$ cat config.mk
export PLATFORM = sky130hd
export DESIGN_NAME = btn_event_gen_flat
export DESIGN_NICKNAME = d
export VERILOG_FILES = /design/src/rtl/game_input_pkg.sv /design/src/rtl/btn_event_gen_if.sv /design/src/rtl/btn_repeat_fsm.sv /design/src/rtl/btn_event_gen.sv /design/src/flat_wrapper.sv
export SDC_FILE = /design/constraint.sdc
export NUM_CORES = 1
export LEC_CHECK = 0
export CAP_MARGIN = 10
export CORE_ASPECT_RATIO = 1.75
export CORE_MARGIN = 8
export CORE_UTILIZATION = 41
export CTS_CLUSTER_DIAMETER = 100
export DETAILED_ROUTE_END_ITERATION = 8
export PLACE_DENSITY = 0.64
export SLEW_MARGIN = 20
export SYNTH_ARGS = -nofsm -noshare
export SYNTH_HDL_FRONTEND = slang
export SYNTH_HIERARCHICAL = 1
export SYNTH_SLANG_ARGS = --single-unit
$ cat constraint.sdc
create_clock -name the_clk -period 3.9 [get_ports the_clk]
set_input_delay 0.39 -clock the_clk [delete_from_list [all_inputs] [get_ports the_clk]]
set_output_delay 0.39 -clock the_clk [all_outputs]
set_load 0.01 [all_outputs]
$ cat src/rtl/game_input_pkg.sv
// Shared game-input definitions: button indices, event widths and the
// per-button repeat FSM state encoding.
package game_input_pkg;

  localparam int unsigned BTN_UP    = 0;
  localparam int unsigned BTN_DOWN  = 1;
  localparam int unsigned BTN_LEFT  = 2;
  localparam int unsigned BTN_RIGHT = 3;
  localparam int unsigned BTN_BOMB  = 4;

  localparam int unsigned NBTN   = 5;
  localparam int unsigned CODE_W = 3;

  typedef enum logic [1:0] {
    StIdle,
    StDelay,
    StRepeat,
    StHold
  } btn_state_e;

endpackage

$ cat src/rtl/btn_event_gen_if.sv
// Button-level inputs and the event valid/ready handshake toward game logic.
interface btn_event_gen_if #(
  parameter int unsigned NBTN   = game_input_pkg::NBTN,
  parameter int unsigned CODE_W = game_input_pkg::CODE_W
);
  logic [NBTN-1:0]   btn_crt;
  logic              evt_valid;
  logic [CODE_W-1:0] evt_code;
  logic              evt_ready;
  logic [NBTN-1:0]   btn_held;
  logic              evt_drop;

  modport master (
    input  btn_crt, evt_ready,
    output evt_valid, evt_code, btn_held, evt_drop
  );

  modport slave (
    output btn_crt, evt_ready,
    input  evt_valid, evt_code, btn_held, evt_drop
  );
endinterface

$ cat src/rtl/btn_repeat_fsm.sv
// Per-button typematic generator: one tick on press, then auto-repeat ticks
// after an initial delay while the button stays down.
module btn_repeat_fsm
  import game_input_pkg::*;
#(
  parameter int unsigned CNT_W         = 24,
  parameter int unsigned REPEAT_DELAY  = 10_000_000,
  parameter int unsigned REPEAT_PERIOD = 2_500_000
) (
  input  logic the_clk,
  input  logic rst,
  input  logic btn,
  output logic tick,
  output logic held
);

  // Terminal counts; guarded so a zero delay does not underflow.
  localparam logic [CNT_W-1:0] DelayLast =
    CNT_W'((REPEAT_DELAY == 0) ? 0 : REPEAT_DELAY - 1);
  localparam logic [CNT_W-1:0] PeriodLast =
    CNT_W'((REPEAT_PERIOD == 0) ? 0 : REPEAT_PERIOD - 1);

  btn_state_e       state_q, state_d;
  logic [CNT_W-1:0] cnt_q, cnt_d;

  always_ff @(posedge the_clk) begin
    if (rst) begin
      state_q <= StIdle;
      cnt_q   <= '0;
    end else begin
      state_q <= state_d;
      cnt_q   <= cnt_d;
    end
  end

  always_comb begin
    state_d = state_q;
    cnt_d   = cnt_q;
    tick    = 1'b0;
    if (!btn) begin
      state_d = StIdle;
      cnt_d   = '0;
    end else begin
      case (state_q)
        StIdle: begin
          tick    = 1'b1;
          state_d = (REPEAT_DELAY != 0) ? StDelay : StHold;
          cnt_d   = '0;
        end
        StDelay: begin
          if (cnt_q == DelayLast) begin
            tick    = 1'b1;
            state_d = StRepeat;
            cnt_d   = '0;
          end else begin
            cnt_d = cnt_q + 1'b1;
          end
        end
        StRepeat: begin
          if (cnt_q == PeriodLast) begin
            tick  = 1'b1;
            cnt_d = '0;
          end else begin
            cnt_d = cnt_q + 1'b1;
          end
        end
        StHold: ;
        default: begin
          state_d = StIdle;
          cnt_d   = '0;
        end
      endcase
    end
  end

  assign held = (state_q != StIdle);

endmodule

$ cat src/rtl/btn_event_gen.sv
// Converts debounced button levels into queued press/repeat events presented
// one at a time, lowest button index first.
module btn_event_gen #(
  parameter int unsigned NBTN          = game_input_pkg::NBTN,
  parameter int unsigned CNT_W         = 24,
  parameter int unsigned REPEAT_DELAY  = 10_000_000,
  parameter int unsigned REPEAT_PERIOD = 2_500_000,
  parameter int unsigned CODE_W        = game_input_pkg::CODE_W
) (
  input logic             the_clk,
  input logic             rst,
  btn_event_gen_if.master bus
);

  logic [NBTN-1:0]   tick;
  logic [NBTN-1:0]   held;
  logic [NBTN-1:0]   pending_q, pending_d;
  logic [NBTN-1:0]   consume;
  logic              valid_q, valid_d;
  logic [CODE_W-1:0] code_q, code_d;
  logic              drop_q, drop_d;
  logic              load;
  logic              found;
  logic [CODE_W-1:0] sel_code;

  for (genvar i = 0; i < NBTN; i++) begin : g_btn
    btn_repeat_fsm #(
      .CNT_W        (CNT_W),
      .REPEAT_DELAY (REPEAT_DELAY),
      .REPEAT_PERIOD(REPEAT_PERIOD)
    ) u_fsm (
      .the_clk(the_clk),
      .rst    (rst),
      .btn    (bus.btn_crt[i]),
      .tick   (tick[i]),
      .held   (held[i])
    );
  end

  always_comb begin
    load     = !valid_q || bus.evt_ready;
    found    = 1'b0;
    sel_code = '0;
    consume  = '0;
    for (int i = 0; i < NBTN; i++) begin
      if (pending_q[i] && !found) begin
        found      = 1'b1;
        sel_code   = CODE_W'(i);
        consume[i] = load;
      end
    end
    // A tick landing on the bit being consumed re-sets it: set wins.
    pending_d = (pending_q & ~consume) | tick;
    drop_d    = drop_q | (|(tick & pending_q & ~consume));
    valid_d   = valid_q;
    code_d    = code_q;
    if (load) begin
      valid_d = found;
      if (found) code_d = sel_code;
    end
  end

  always_ff @(posedge the_clk) begin
    if (rst) begin
      pending_q <= '0;
      valid_q   <= 1'b0;
      code_q    <= '0;
      drop_q    <= 1'b0;
    end else begin
      pending_q <= pending_d;
      valid_q   <= valid_d;
      code_q    <= code_d;
      drop_q    <= drop_d;
    end
  end

  assign bus.evt_valid = valid_q;
  assign bus.evt_code  = code_q;
  assign bus.evt_drop  = drop_q;
  assign bus.btn_held  = held;

endmodule
$ cat src/flat_wrapper.sv
// flat-port wrapper written by rule: the top's interface ports become plain ports
module btn_event_gen_flat 
#(
  parameter int unsigned NBTN          = game_input_pkg::NBTN,
  parameter int unsigned CNT_W         = 24,
  parameter int unsigned REPEAT_DELAY  = 10_000_000,
  parameter int unsigned REPEAT_PERIOD = 2_500_000,
  parameter int unsigned CODE_W        = game_input_pkg::CODE_W
)
  (the_clk, rst, bus_btn_crt, bus_evt_ready, bus_evt_valid, bus_evt_code, bus_btn_held, bus_evt_drop);
  btn_event_gen_if #(.NBTN(NBTN), .CODE_W(CODE_W)) bus_i ();
  input logic the_clk;
  input logic rst;
  input wire logic [$bits(bus_i.btn_crt)-1:0] bus_btn_crt;
  input wire logic [$bits(bus_i.evt_ready)-1:0] bus_evt_ready;
  output wire logic [$bits(bus_i.evt_valid)-1:0] bus_evt_valid;
  output wire logic [$bits(bus_i.evt_code)-1:0] bus_evt_code;
  output wire logic [$bits(bus_i.btn_held)-1:0] bus_btn_held;
  output wire logic [$bits(bus_i.evt_drop)-1:0] bus_evt_drop;
  assign bus_i.btn_crt = bus_btn_crt;
  assign bus_i.evt_ready = bus_evt_ready;
  assign bus_evt_valid = bus_i.evt_valid;
  assign bus_evt_code = bus_i.evt_code;
  assign bus_btn_held = bus_i.btn_held;
  assign bus_evt_drop = bus_i.evt_drop;
  btn_event_gen #(.NBTN(NBTN), .CNT_W(CNT_W), .REPEAT_DELAY(REPEAT_DELAY), .REPEAT_PERIOD(REPEAT_PERIOD), .CODE_W(CODE_W)) u_core (.the_clk(the_clk), .rst(rst), .bus(bus_i));
endmodule
# After elaboration in Yosys (flattened, before gate mapping)
# Cells that the tools add are included.
dict set report classes {
  shift 0
  n_div 0
  n_mul 0
  n_eq_ne 25
  n_lt_le_gt_ge 0
  addsub 5
  bitwise 11
  mux 59
  reduce_logical 42
}
# cell n
set op_table {}
lappend op_table {{24-bit one-hot mux with 3 select lines} 5}
lappend op_table {{24-bit two-way mux} 10}
lappend op_table {{24-bit by 1-bit adder with 24-bit output (second input constant)} 5}
lappend op_table {{24-bit by 22-bit == test with 1-bit output (second input constant)} 5}
lappend op_table {{24-bit == test (second input constant)} 5}
lappend op_table {{1-bit two-way mux} 26}
lappend op_table {{2-bit one-hot mux with 2 select lines} 5}
lappend op_table {{2-bit nonzero test} 10}
lappend op_table {{5-bit AND} 3}
lappend op_table {{1-bit one-hot mux with 3 select lines} 5}
lappend op_table {{3-bit nonzero test} 5}
lappend op_table {{2-bit two-way mux} 7}
lappend op_table {{2-bit AND reduction} 6}
lappend op_table {{2-bit by 1-bit == test with 1-bit output (second input constant)} 5}
lappend op_table {{2-bit == test (second input constant)} 5}
lappend op_table {{2-bit logical NOT} 5}
lappend op_table {{2-bit inequality test (second input constant)} 5}
lappend op_table {{2-bit OR reduction} 5}
lappend op_table {{1-bit logical NOT} 5}
lappend op_table {{1-bit NOT} 5}
lappend op_table {{5-bit NOT} 1}
lappend op_table {{5-bit bitwise OR} 1}
lappend op_table {{5-bit OR reduction} 1}
lappend op_table {{1-bit logical AND} 4}
lappend op_table {{other kinds (3)} 3}
dict set report totals {
  rom_bits 0
  ramBits 0
  wordCells 156
  latch_bits 0
  register_bits 140
  n_memories 0
  out_inout_bits 10
}

# Logic depth before layout (Yosys ltp)
# Gate-level depths: netlist (run 1).
dict set report depth {
  depth_word 17
  mapped_depth 10
}

# Cells and area by module
# Netlist (run 1), hierarchy kept.
# module cells_per_inst n_inst area_per_inst_um2
set by_module_without_submodules {}
lappend by_module_without_submodules {{btn_repeat_fsm at u_core.g_btn[0].u_fsm ...} 201 4 1525.2}
lappend by_module_without_submodules {{btn_repeat_fsm at u_core.g_btn[4].u_fsm} 186 1 1534.0}
lappend by_module_without_submodules {btn_event_gen 49 1 426.7}

# Worst setup path after synthesis (run 1)
# Ideal clock, no wire load.
dict set report synth_path {
  path_type {register -> register}
  start {reg u_core.g_btn[1].u_fsm.cnt_q[0]}
  end {reg u_core.drop_q (netlist: u_core/bus.evt_drop)}
  n_path_buf 0
  period_less_slack_ns 2.431
  path_stages_with_launch 9
  setup_time_ns 0.081
  slack_ns 1.469
  t_arrival_ns 2.350
  cell_sequence {dfxtp_1 ha_1 nand4_1 or2_1 or4_1 a311oi_1 a22o_1 nand2_1 a41oi_1}
}
dict set report synth_via {
  elab_chain_cells 8
}
# item line
set synth_rtl {}
lappend synth_rtl {{start, declared} btn_repeat_fsm.sv:24} ;# logic [CNT_W-1:0] cnt_q, cnt_d;
lappend synth_rtl {{start signal, assigned} btn_repeat_fsm.sv:32} ;# cnt_q <= cnt_d;
lappend synth_rtl {{24-bit by 22-bit == test with 1-bit output / 24-bit == test (equally long branches)} {btn_repeat_fsm.sv:60, btn_repeat_fsm.sv:51}}
lappend synth_rtl {{1-bit two-way mux (on tied branches)} {btn_repeat_fsm.sv:60, btn_repeat_fsm.sv:51}}
lappend synth_rtl {{1-bit one-hot mux with 3 select lines *} btn_repeat_fsm.sv:44} ;# case (state_q)
lappend synth_rtl {{1-bit two-way mux *} btn_repeat_fsm.sv:40} ;# if (!btn) begin
lappend synth_rtl {{net u_core.tick[1]} btn_event_gen.sv:15} ;# logic [NBTN-1:0] tick;
lappend synth_rtl {{5-bit AND * (2 in a row)} btn_event_gen.sv:54} ;# drop_d = drop_q | (|(tick & pending_q & ~consume));
lappend synth_rtl {{5-bit OR reduction *} btn_event_gen.sv:54}
lappend synth_rtl {{1-bit bitwise OR *} btn_event_gen.sv:54}
lappend synth_rtl {{end signal, assigned} btn_event_gen.sv:73} ;# drop_q <= drop_d;
lappend synth_rtl {{end, declared} btn_event_gen.sv:21} ;# logic drop_q, drop_d;
# Mark *: on every way through the listed nets, which the timed path passes. The rest lies on a longest branch.
# A chain may end at the register's enable or synchronous reset.

# Final worst setup path (run 1)
# Same ends and word-level chain as after synthesis.

==> results.cfg, run 1 <==
[clock_tree]
clkLatencyLatePin_ns = 0.43
cts_max_level = 4
post_cts_resized = 0
cts-root-buf = clkbuf_16
cts.path.max_buffers = 2
clock_sinks = 140
hold_buffers = 0
cts_setup_buffers = 0
clk_pin_slew_ns = 0.06
numCtsBuffers = 17
cts_tree = built

[global_routing]
grt_max_degree = 39
grt_pass1_vias = 7482
grt-ovfl-total = 0
grt_pass1_wl_um = 34500
antenna_found_initial = 0
grt_usage = 0.169

[sta]
max_freq_mhz = 353
finalCriticalPeriod_ns = 2.83
tightest_slew_ns = 0.890
finalSetupTns_ns = 0
slew_violations = 0
period_share = 0.726
worst_slack_ns = 1.07
rsz0062_at_grt = no
skew_ns = 0.00932
maxSlewHeadroom = 0.401
finalHoldViolCount = 0
setup_viol = 0

[final_layout]
multi_input_area_mm2 = 0.00490
syn_to_final_growth_pct = 12.7
seqCellArea_mm2 = 0.00280
antenna_cells = 0
fillers = 1960
fin_nets = 1083
drive_gt1_frac = 0.0681
final_cells = 1302

[route]
drc = 0
dr.pass1.iters = 5
routed_wl_um = 20400
via_per_inst = 5.92
wl_per_cell_um = 15.6
via_count = 7714
drtAntennaViolNets = 0
drt_iter0_markers = 509

[place]
dp_cells = 1271
place.port_buffers = 17
dp_worst_setup_slack_ns = 1.08
gp_congestion = 0.835
place_hpwl_um = 14600

[critical_path]
cp.arrival_ns = 3.18
crit_required_ns = 4.25
worstSetupEndpointType = flop
cp-start-kind = flop
critPathKind = flop to flop
path_max_fanout = 7
ff2ff_path_depth = 8

[pwr]
power.leakage_uw = 0.00308
power_density_mw_per_mm2 = 377
swShare = 0.212
combPwrFrac = 0.038
power_uw = 3430
pwr-share-seq = 0.426
intPower_uw = 2700
p_switching_uw = 728
clkPwrFrac = 0.536
ir_worst_vdd_mv = 0.265

[synth]
syn_area_per_cell_um2 = 7.76
synth_cells = 1039
syn_nets = 1077
synthArstFlopShare = 0
netlist_area_mm2 = 0.00806
ys_ff_latch = 140
yosysWarnings = 6
synth-edff-count = 0
ys_seq_area_frac = 0.348
synth-main-ff-cell = dfxtp_1
ys_types = 60

[die]
boundaryPins = 18
die_width_um = 122
dieArea_mm2 = 0.0246
initial_core_util = 0.414
rows = 68
core-area_mm2 = 0.0195
die_h_um = 201

[worst_hold_path]
hold_depth = 2
hp-class = flop to flop

[status]
status = complete, no violations

[job]
maxCapViolCount = 0
[layout by cell type (no fill, tap or decap), types with 9 or more instances in the layout]
| cell | count |
|---|---|
| dfxtp_1 | 140 |
| nand4b_1 | 12 |
| nor4_1 | 25 |
| buf_4 | 9 |
| nor2_1 | 66 |
| a22oi_1 | 10 |
| a31oi_1 | 57 |
| clkbuf_16 | 17 |
| or4_1 | 15 |
| and3_1 | 15 |
| o21ai_0 | 39 |
| a22o_1 | 15 |
| nand3_1 | 83 |
| xnor2_1 | 10 |
| nand2_1 | 145 |
| nor3_1 | 29 |
| clkdlybuf4s50_1 | 17 |
| nand2b_1 | 22 |
| a21oi_1 | 75 |
| inv_1 | 44 |
| nand4_1 | 27 |
| and2_1 | 11 |
| ha_1 | 30 |
[metal layers]
layer / global-route usage / routed length, µm / vias to the layer above
li1: - / - / 3868
met1: 0.174 / 8330 / 3674
met2: 0.310 / 10900 / 132
met3: 0.0373 / 671 / 40
met4: 0.0802 / 478 / 0
met5: 0 / 0 / -
[synth_stat cells (all sizes together) (5+ instances only)]
cell type    n  share of area
ha          30          0.047
and3        15          0.012
o31ai        8         0.0075
nand2b      23          0.018
nand2      145          0.068
or2          8         0.0062
nand3b       5         0.0047
nor2b        7         0.0054
o21ai       48          0.030
a41oi        8         0.0087
a22oi       10         0.0093
nand4b      12          0.013
clkbuf      13         0.0061
or4         21          0.022
a31oi       57          0.044
nor4        25          0.019
o21a         8         0.0075
a21o         7         0.0065
a211oi       5         0.0047
a221o        5         0.0062
inv         44          0.020
nor2        66          0.031
dfxtp      140           0.35
a21oi       81          0.051
nand3       87          0.056
nand4       27          0.021
a22o        19          0.021
xnor2       10          0.011
buf         26          0.019
or3          7         0.0079
nor3        29          0.018
and2        11         0.0085
[flip-flops by register name (all words and copies together), names as in the netlist]
| signal | flops |
|---|---|
| u_core/bus.evt_valid | 1 |
| u_core/pending_q | 5 |
| u_core/bus.evt_code | 3 |
| u_core/g_btn.u_fsm/state_q | 10 |
| u_core/bus.evt_drop | 1 |
| u_core/g_btn.u_fsm/cnt_q | 120 |
[critical path, cell delays in order (launching register included)]
cell and delay [ns]:
dfxtp_1 0.40, ha_1 0.24, nand4_1 0.31, or2_1 0.37
or4_1 0.54, a311oi_1 0.47, a22o_1 0.22, nand2_1 0.05
a41oi_1 0.14
[layout make-up]
class | count | area share
tap | 245 | 0.0338
sequential | 140 | 0.309
multi-input combinational | 816 | 0.540
clock buffer | 21 | 0.0529
inverter | 44 | 0.0182
clock inverter | 10 | 0.0205
timing repair buffer | 26 | 0.0262
[power groups by stage]
stage	clock network, µW	logic (µW)	registers, µW
2_1_floorplan	0	80.7	1490
3_3_place_gp	0	129	1490
3_5_place_dp	0	129	1490
4_1_cts	1880	130	1460
5_1_grt	1940	145	1460
6_report	1840	129	1460
[through the flow]
stage                     area (µm²)  utilization  hold slack [ns]
after floorplan                 8060            -            0.445
after global placement          8420        0.432            0.472
after detailed placement        8420        0.432            0.481
after CTS                       9080        0.466            0.489
after global routing            9080        0.466            0.514
final                           9080        0.466            0.492
[kinds of logic (layout without fill, tap and decap cells)]
logic type      Yosys count  count (layout)  share of synthesized area
fa+ha+maj                30              30                     0.0466
mux                       1               1                    0.00124
xor+xnor                 10              10                     0.0109
flops                   140             140                      0.348
compound gates          277             277                      0.225
simple gates            498             498                      0.323
buf+inv                  83             101                     0.0459
[final timing paths]
check,start,end,slack [ns]
max,u_core/g_btn[1].u_fsm/cnt_q[0]$_SDFFE_PP0P_,u_core/bus.evt_drop$_SDFF_PP0_,1.07
min,u_core/g_btn[4].u_fsm/cnt_q[23]$_SDFFE_PP0P_,u_core/g_btn[4].u_fsm/cnt_q[23]$_SDFFE_PP0P_,0.49
max reg2reg,u_core/g_btn[1].u_fsm/cnt_q[0]$_SDFFE_PP0P_,u_core/bus.evt_drop$_SDFF_PP0_,1.07
min reg2reg,u_core/g_btn[4].u_fsm/cnt_q[23]$_SDFFE_PP0P_,u_core/g_btn[4].u_fsm/cnt_q[23]$_SDFFE_PP0P_,0.49
No activity file was read; power rests on OpenSTA's default activity.
==> inputs of run 2 (changes only) <==
Settings changed: PLACE_DENSITY 0.64 to 0.66.
Clock period 3.9 ns to 2.56 ns, I/O delays scaled along.
==> results.cfg, run 2 (synthesis results as in run 1) <==
[critical_path]
cp-start-kind = flop
crit_required_ns = 2.88
cp_slowest_stage_delay_ns = 0.56
path_cells = or4_4 > or4_4 > o211ai_4 > a21oi_4 > buf_12 > a21o_1 > a22o_1
path_buf_inv = 1
ff2ff_path_depth = 7
path_max_fanout = 29
ff2ff_setup_slack_ns = 0.11
critPathSlowestCell = or4_4
critPathKind = flop to flop
cp.arrival_ns = 2.77
reg2reg_from = u_core/g_btn[4].u_fsm/cnt_q[22]$_SDFFE_PP0P_
reg2reg_to = u_core/g_btn[4].u_fsm/cnt_q[11]$_SDFFE_PP0P_
worstSetupEndpointType = flop
critPathTopFamily = simple AND/OR/NAND/NOR gates
cp_common_cell = or4_4

[route]
wl_met1_um = 8270
top_layer = met4
drc = 0
met2_wirelength_um = 11200
wl_met3_um = 757
routed_wl_um = 21100
via_per_inst = 5.85
drt_iter0_markers = 617
via_count = 7976
wl_per_cell_um = 15.5
dr.pass1.iters = 5
drtAntennaViolNets = 0

[final_layout]
top_register = u_core/g_btn.u_fsm/cnt_q
largest_reg_flops = 120
final_cell_mix = 145 x nand2_1, 140 x dfxtp_1, 83 x nand3_1
mostFrequentLayoutCell = nand2_1
fin_nets = 1143
top_regs = u_core/g_btn.u_fsm/cnt_q: 120 flops, u_core/g_btn.u_fsm/state_q: 10 flops, u_core/pending_q: 5 flops
drive_gt1_frac = 0.126
syn_to_final_growth_pct = 19.0
stdcell_area_mm2 = 0.00960
antenna_cells = 0

[global_routing]
grt_pass1_vias = 7855
grt_pass1_wl_um = 35900
grt_usage = 0.177
grt-ovfl-total = 0
grt_max_degree = 39
antenna_found_initial = 0

[pwr]
power.leakage_uw = 0.00339
power_density_mw_per_mm2 = 534
power_uw = 5120
ir_worst_vdd_mv = 0.465

[sta]
finalHoldViolCount = 0
tightest_slew_ns = 0.853
rsz0062_at_grt = yes
maxSlewHeadroom = 0.432
period_share = 0.957
finalCriticalPeriod_ns = 2.45
max_freq_mhz = 408
skew_ns = 0.0108
slew_violations = 0
setup_viol = 0

[die]
dieArea_mm2 = 0.0246
die_h_um = 201
core-area_mm2 = 0.0195
rows = 68
boundaryPins = 18
initial_core_util = 0.414
die_width_um = 122

[clock_tree]
numCtsBuffers = 17
clock_sinks = 140
clkLatencyLatePin_ns = 0.43
cts_max_level = 4
cts-root-buf = clkbuf_16
hold_buffers = 0
clk_pin_slew_ns = 0.07
cts.path.max_buffers = 2
cts_tree = built

[place]
place_hpwl_um = 15500
place.port_buffers = 17
gp_congestion = 0.890
dpl_cell_area_mm2 = 0.00890

[worst_hold_path]
hp-start = u_core/bus.evt_code[2]$_SDFFE_PP0P_
hp-class = flop to flop
hold_depth = 2
hold_path_end = u_core/bus.evt_code[2]$_SDFFE_PP0P_

[status]
status = complete, no violations

[job]
maxCapViolCount = 0
==> run 2: cell types whose count changed in the layout (fill, tap and decap cells not counted), moves of 2 or more <==
cell	delta
inv_6	+4
nor4_1	-3
clkinv_4	+2
a311oi_2	+4
a311oi_1	-4
buf_4	+57
buf_12	+3
nor4_2	+3
clkbuf_8	-4
==> run 2: metrics by stage <==
| stage | hold slack [ns] | TNS (ns) | util | setup WS, ns | std cells |
|---|---|---|---|---|---|
| 4_1_cts | 0.475 | 0 | 0.490 | 0.0226 | 1363 |
| 5_1_grt | 0.502 | -0.0286 | 0.492 | -0.0169 | 1363 |
| 3_5_place_dp | 0.466 | 0 | 0.457 | 0.0335 | 1331 |
| 2_1_floorplan | 0.445 | 0 | - | 0.129 | 1039 |
| 6_report | 0.472 | 0 | 0.492 | 0.109 | 1363 |
| 3_3_place_gp | 0.462 | 0 | 0.457 | 0.0712 | 1331 |
==> run 2: area by class of cell <==
| class | count | area, µm² |
|---|---|---|
| clock inverters | 15 | 211 |
| clock buffers | 17 | 425 |
| multi-input cells | 816 | 4960 |
| fillers | 1841 | 9890 |
| flip-flops and latches | 140 | 2800 |
| inverters | 44 | 165 |
| well taps | 245 | 307 |
| repair buffers | 86 | 726 |
==> run 2: worst max path at each step <==
stage	to	from	slack [ns]	depth (start not counted)
after floorplan	u_core/bus.evt_drop$_SDFF_PP0_	u_core/g_btn[1].u_fsm/cnt_q[0]$_SDFFE_PP0P_	0.13	8
after global placement	u_core/bus.evt_drop$_SDFF_PP0_	u_core/g_btn[4].u_fsm/cnt_q[13]$_SDFFE_PP0P_	0.07	8
after detailed placement	u_core/bus.evt_drop$_SDFF_PP0_	u_core/g_btn[2].u_fsm/cnt_q[1]$_SDFFE_PP0P_	0.03	8
after CTS	u_core/bus.evt_drop$_SDFF_PP0_	u_core/g_btn[2].u_fsm/cnt_q[1]$_SDFFE_PP0P_	0.02	8
after global routing	u_core/bus.evt_drop$_SDFF_PP0_	u_core/g_btn[4].u_fsm/cnt_q[13]$_SDFFE_PP0P_	-0.02	8
final	u_core/g_btn[4].u_fsm/cnt_q[11]$_SDFFE_PP0P_	u_core/g_btn[4].u_fsm/cnt_q[22]$_SDFFE_PP0P_	0.11	7
==> run 2: worst reg2reg max path, cell delays in order (launching register included) <==
cell	delay (ns)
dfxtp_1	0.33
or4_4	0.56
or4_4	0.55
o211ai_4	0.23
a21oi_4	0.14
buf_12	0.19
a21o_1	0.18
a22o_1	0.17
==> run 2: layer usage <==
layer | up-vias | global-route usage
met5 | - | 0
met4 | 0 | 0.111
met3 | 67 | 0.0348
met2 | 192 | 0.320
met1 | 3726 | 0.178
li1 | 3991 | -
==> run 2: repair_timing <==
| action | 4_1_cts | 5_1_grt |
|---|---|---|
| buffers inserted | 0 | 0 |
| endpoints found under the setup margin | 0 | 9 |
| resized for setup | 0 | 9 |
==> run 2: power by group <==
part           internal, µW  leakage [µW]  switching, µW
Sequential             2200       0.00113           22.6
Combinational           102       0.00196            114
Clock                  1650      0.000297           1040
==> inputs of run 3 (changes only) <==
Settings changed: CORE_MARGIN 8 to 1.
==> results.cfg, run 3 (synthesis results as in run 1) <==
[final_layout]
top_register = u_core/g_btn.u_fsm/cnt_q
mostFrequentLayoutCell = nand2_1
top_regs = u_core/g_btn.u_fsm/cnt_q: 120 flops, u_core/g_btn.u_fsm/state_q: 10 flops, u_core/pending_q: 5 flops
syn_to_final_growth_pct = 19.9
fin_nets = 1149
seqCellArea_mm2 = 0.00280
multi_input_area_mm2 = 0.00499
antenna_cells = 0
final_cell_mix = 144 x nand2_1, 139 x dfxtp_1, 83 x nand3_1
stdcell_area_mm2 = 0.00967
fillers = 1851
largest_reg_flops = 120
drive_gt1_frac = 0.134

[route]
via_per_inst = 5.86
wl_per_cell_um = 15.7
drtAntennaViolNets = 0
routed_wl_um = 21300
drc = 0
dr.pass1.iters = 8
drt_iter0_markers = 437
via_count = 7999

[sta]
slew_violations = 0
finalHoldViolCount = 0
setup_viol = 0
rsz0062_at_grt = no
tightest_slew_ns = 0.702
finalCriticalPeriod_ns = 2.43
period_share = 0.951
skew_ns = 0.00736
maxSlewHeadroom = 0.532
finalSetupTns_ns = 0
max_freq_mhz = 411

[clock_tree]
cts_max_level = 4
cts-root-buf = clkbuf_16
clk_pin_slew_ns = 0.06
numCtsBuffers = 17
clock_sinks = 140
cts_tree = built
clkLatencyLatePin_ns = 0.43
cts.path.max_buffers = 2

[place]
place_hpwl_um = 15800
place.port_buffers = 17
dpl_cell_area_mm2 = 0.00893
gp_congestion = 0.889

[critical_path]
crit_required_ns = 2.88
cp.arrival_ns = 2.76
cp-start-kind = flop
cp_slowest_stage_delay_ns = 0.56
worstSetupEndpointType = flop
cp_common_cell = or4_4
critPathKind = flop to flop
critPathSlowestCell = or4_4
path_max_fanout = 21
path_cells = or4_4 > or4_4 > o211ai_4 > a21oi_2 > buf_12 > a21o_1 > a22o_1

[pwr]
pwr-share-seq = 0.437
power_uw = 5090
clkPwrFrac = 0.519
swShare = 0.208
power.leakage_uw = 0.00345
intPower_uw = 4030
combPwrFrac = 0.044
power_density_mw_per_mm2 = 526
p_switching_uw = 1060
ir_worst_vdd_mv = 0.348

[global_routing]
grt_pass1_vias = 7833
grt_pass1_wl_um = 35600
antenna_found_initial = 0
grt_usage = 0.219
grt-ovfl-total = 0
grt_max_degree = 23

[status]
status = complete, no violations

[worst_hold_path]
hp-class = flop to flop

[job]
maxCapViolCount = 0

[die]
core-area_mm2 = 0.0192
initial_core_util = 0.420
die_width_um = 108
dieArea_mm2 = 0.0202
die_h_um = 187
rows = 67
boundaryPins = 18
## run 3: area by class of cell
cell class                 instances  share of cell area
multi-input combinational        816               0.516
timing repair buffer              92              0.0810
inverter                          44              0.0171
tap                              241              0.0312
clock inverter                     7              0.0140
sequential                       140               0.290
clock buffer                      24              0.0509
## run 3: metal layers
layer  up-vias  track usage  routed length (µm)
met3        63       0.0393                 580
met4         0        0.117                 776
met5         -            0                   0
li1       4002            -                   -
met1      3793        0.220                8380
met2       141        0.412               11600
## run 3: power groups by stage
stage | Clock (µW) | Sequential (µW) | Combinational (µW)
after CTS | 2700 | 2220 | 216
after floorplan | 0 | 2270 | 123
after global placement | 0 | 2270 | 212
after global routing | 2790 | 2230 | 246
final | 2640 | 2220 | 223
after detailed placement | 0 | 2270 | 214
## run 3: critical path, delay by kind of cell (launching register included)
kind            cells  cell delay [ns]
flops               1             0.31
simple gates        2             1.11
compound gates      4             0.70
buf+inv             1             0.20
## run 3: metrics by stage
step | util | hold WS (ns) | instances | setup slack, ns
after detailed placement | 0.465 | 0.471 | 1329 | 0.00147
final | 0.504 | 0.471 | 1364 | 0.126
after global placement | 0.465 | 0.470 | 1329 | 0.0522
after global routing | 0.504 | 0.501 | 1364 | 0.00389
after floorplan | - | 0.445 | 1039 | 0.129
after CTS | 0.498 | 0.482 | 1360 | 0.0210
## run 3: final timing paths
kind / from / to / slack (ns) / cells past startpoint
max reg2reg: u_core/g_btn[4].u_fsm/cnt_q[22]$_SDFFE_PP0P_ / u_core/g_btn[4].u_fsm/cnt_q[10]$_SDFFE_PP0P_ / 0.13 / 7
min: u_core/bus.evt_code[2]$_SDFFE_PP0P_ / u_core/bus.evt_code[2]$_SDFFE_PP0P_ / 0.47 / 2
max: u_core/g_btn[4].u_fsm/cnt_q[22]$_SDFFE_PP0P_ / u_core/g_btn[4].u_fsm/cnt_q[10]$_SDFFE_PP0P_ / 0.13 / 7
min reg2reg: u_core/bus.evt_code[2]$_SDFFE_PP0P_ / u_core/bus.evt_code[2]$_SDFFE_PP0P_ / 0.47 / 2
## run 3: repair_timing
item,4_1_cts,5_1_grt
hold buffers,0,0
setup endpoints to repair,1,1
buffers inserted,0,4
pin swaps,0,6
gates resized for setup,1,16
endpoints found under the hold margin,0,0
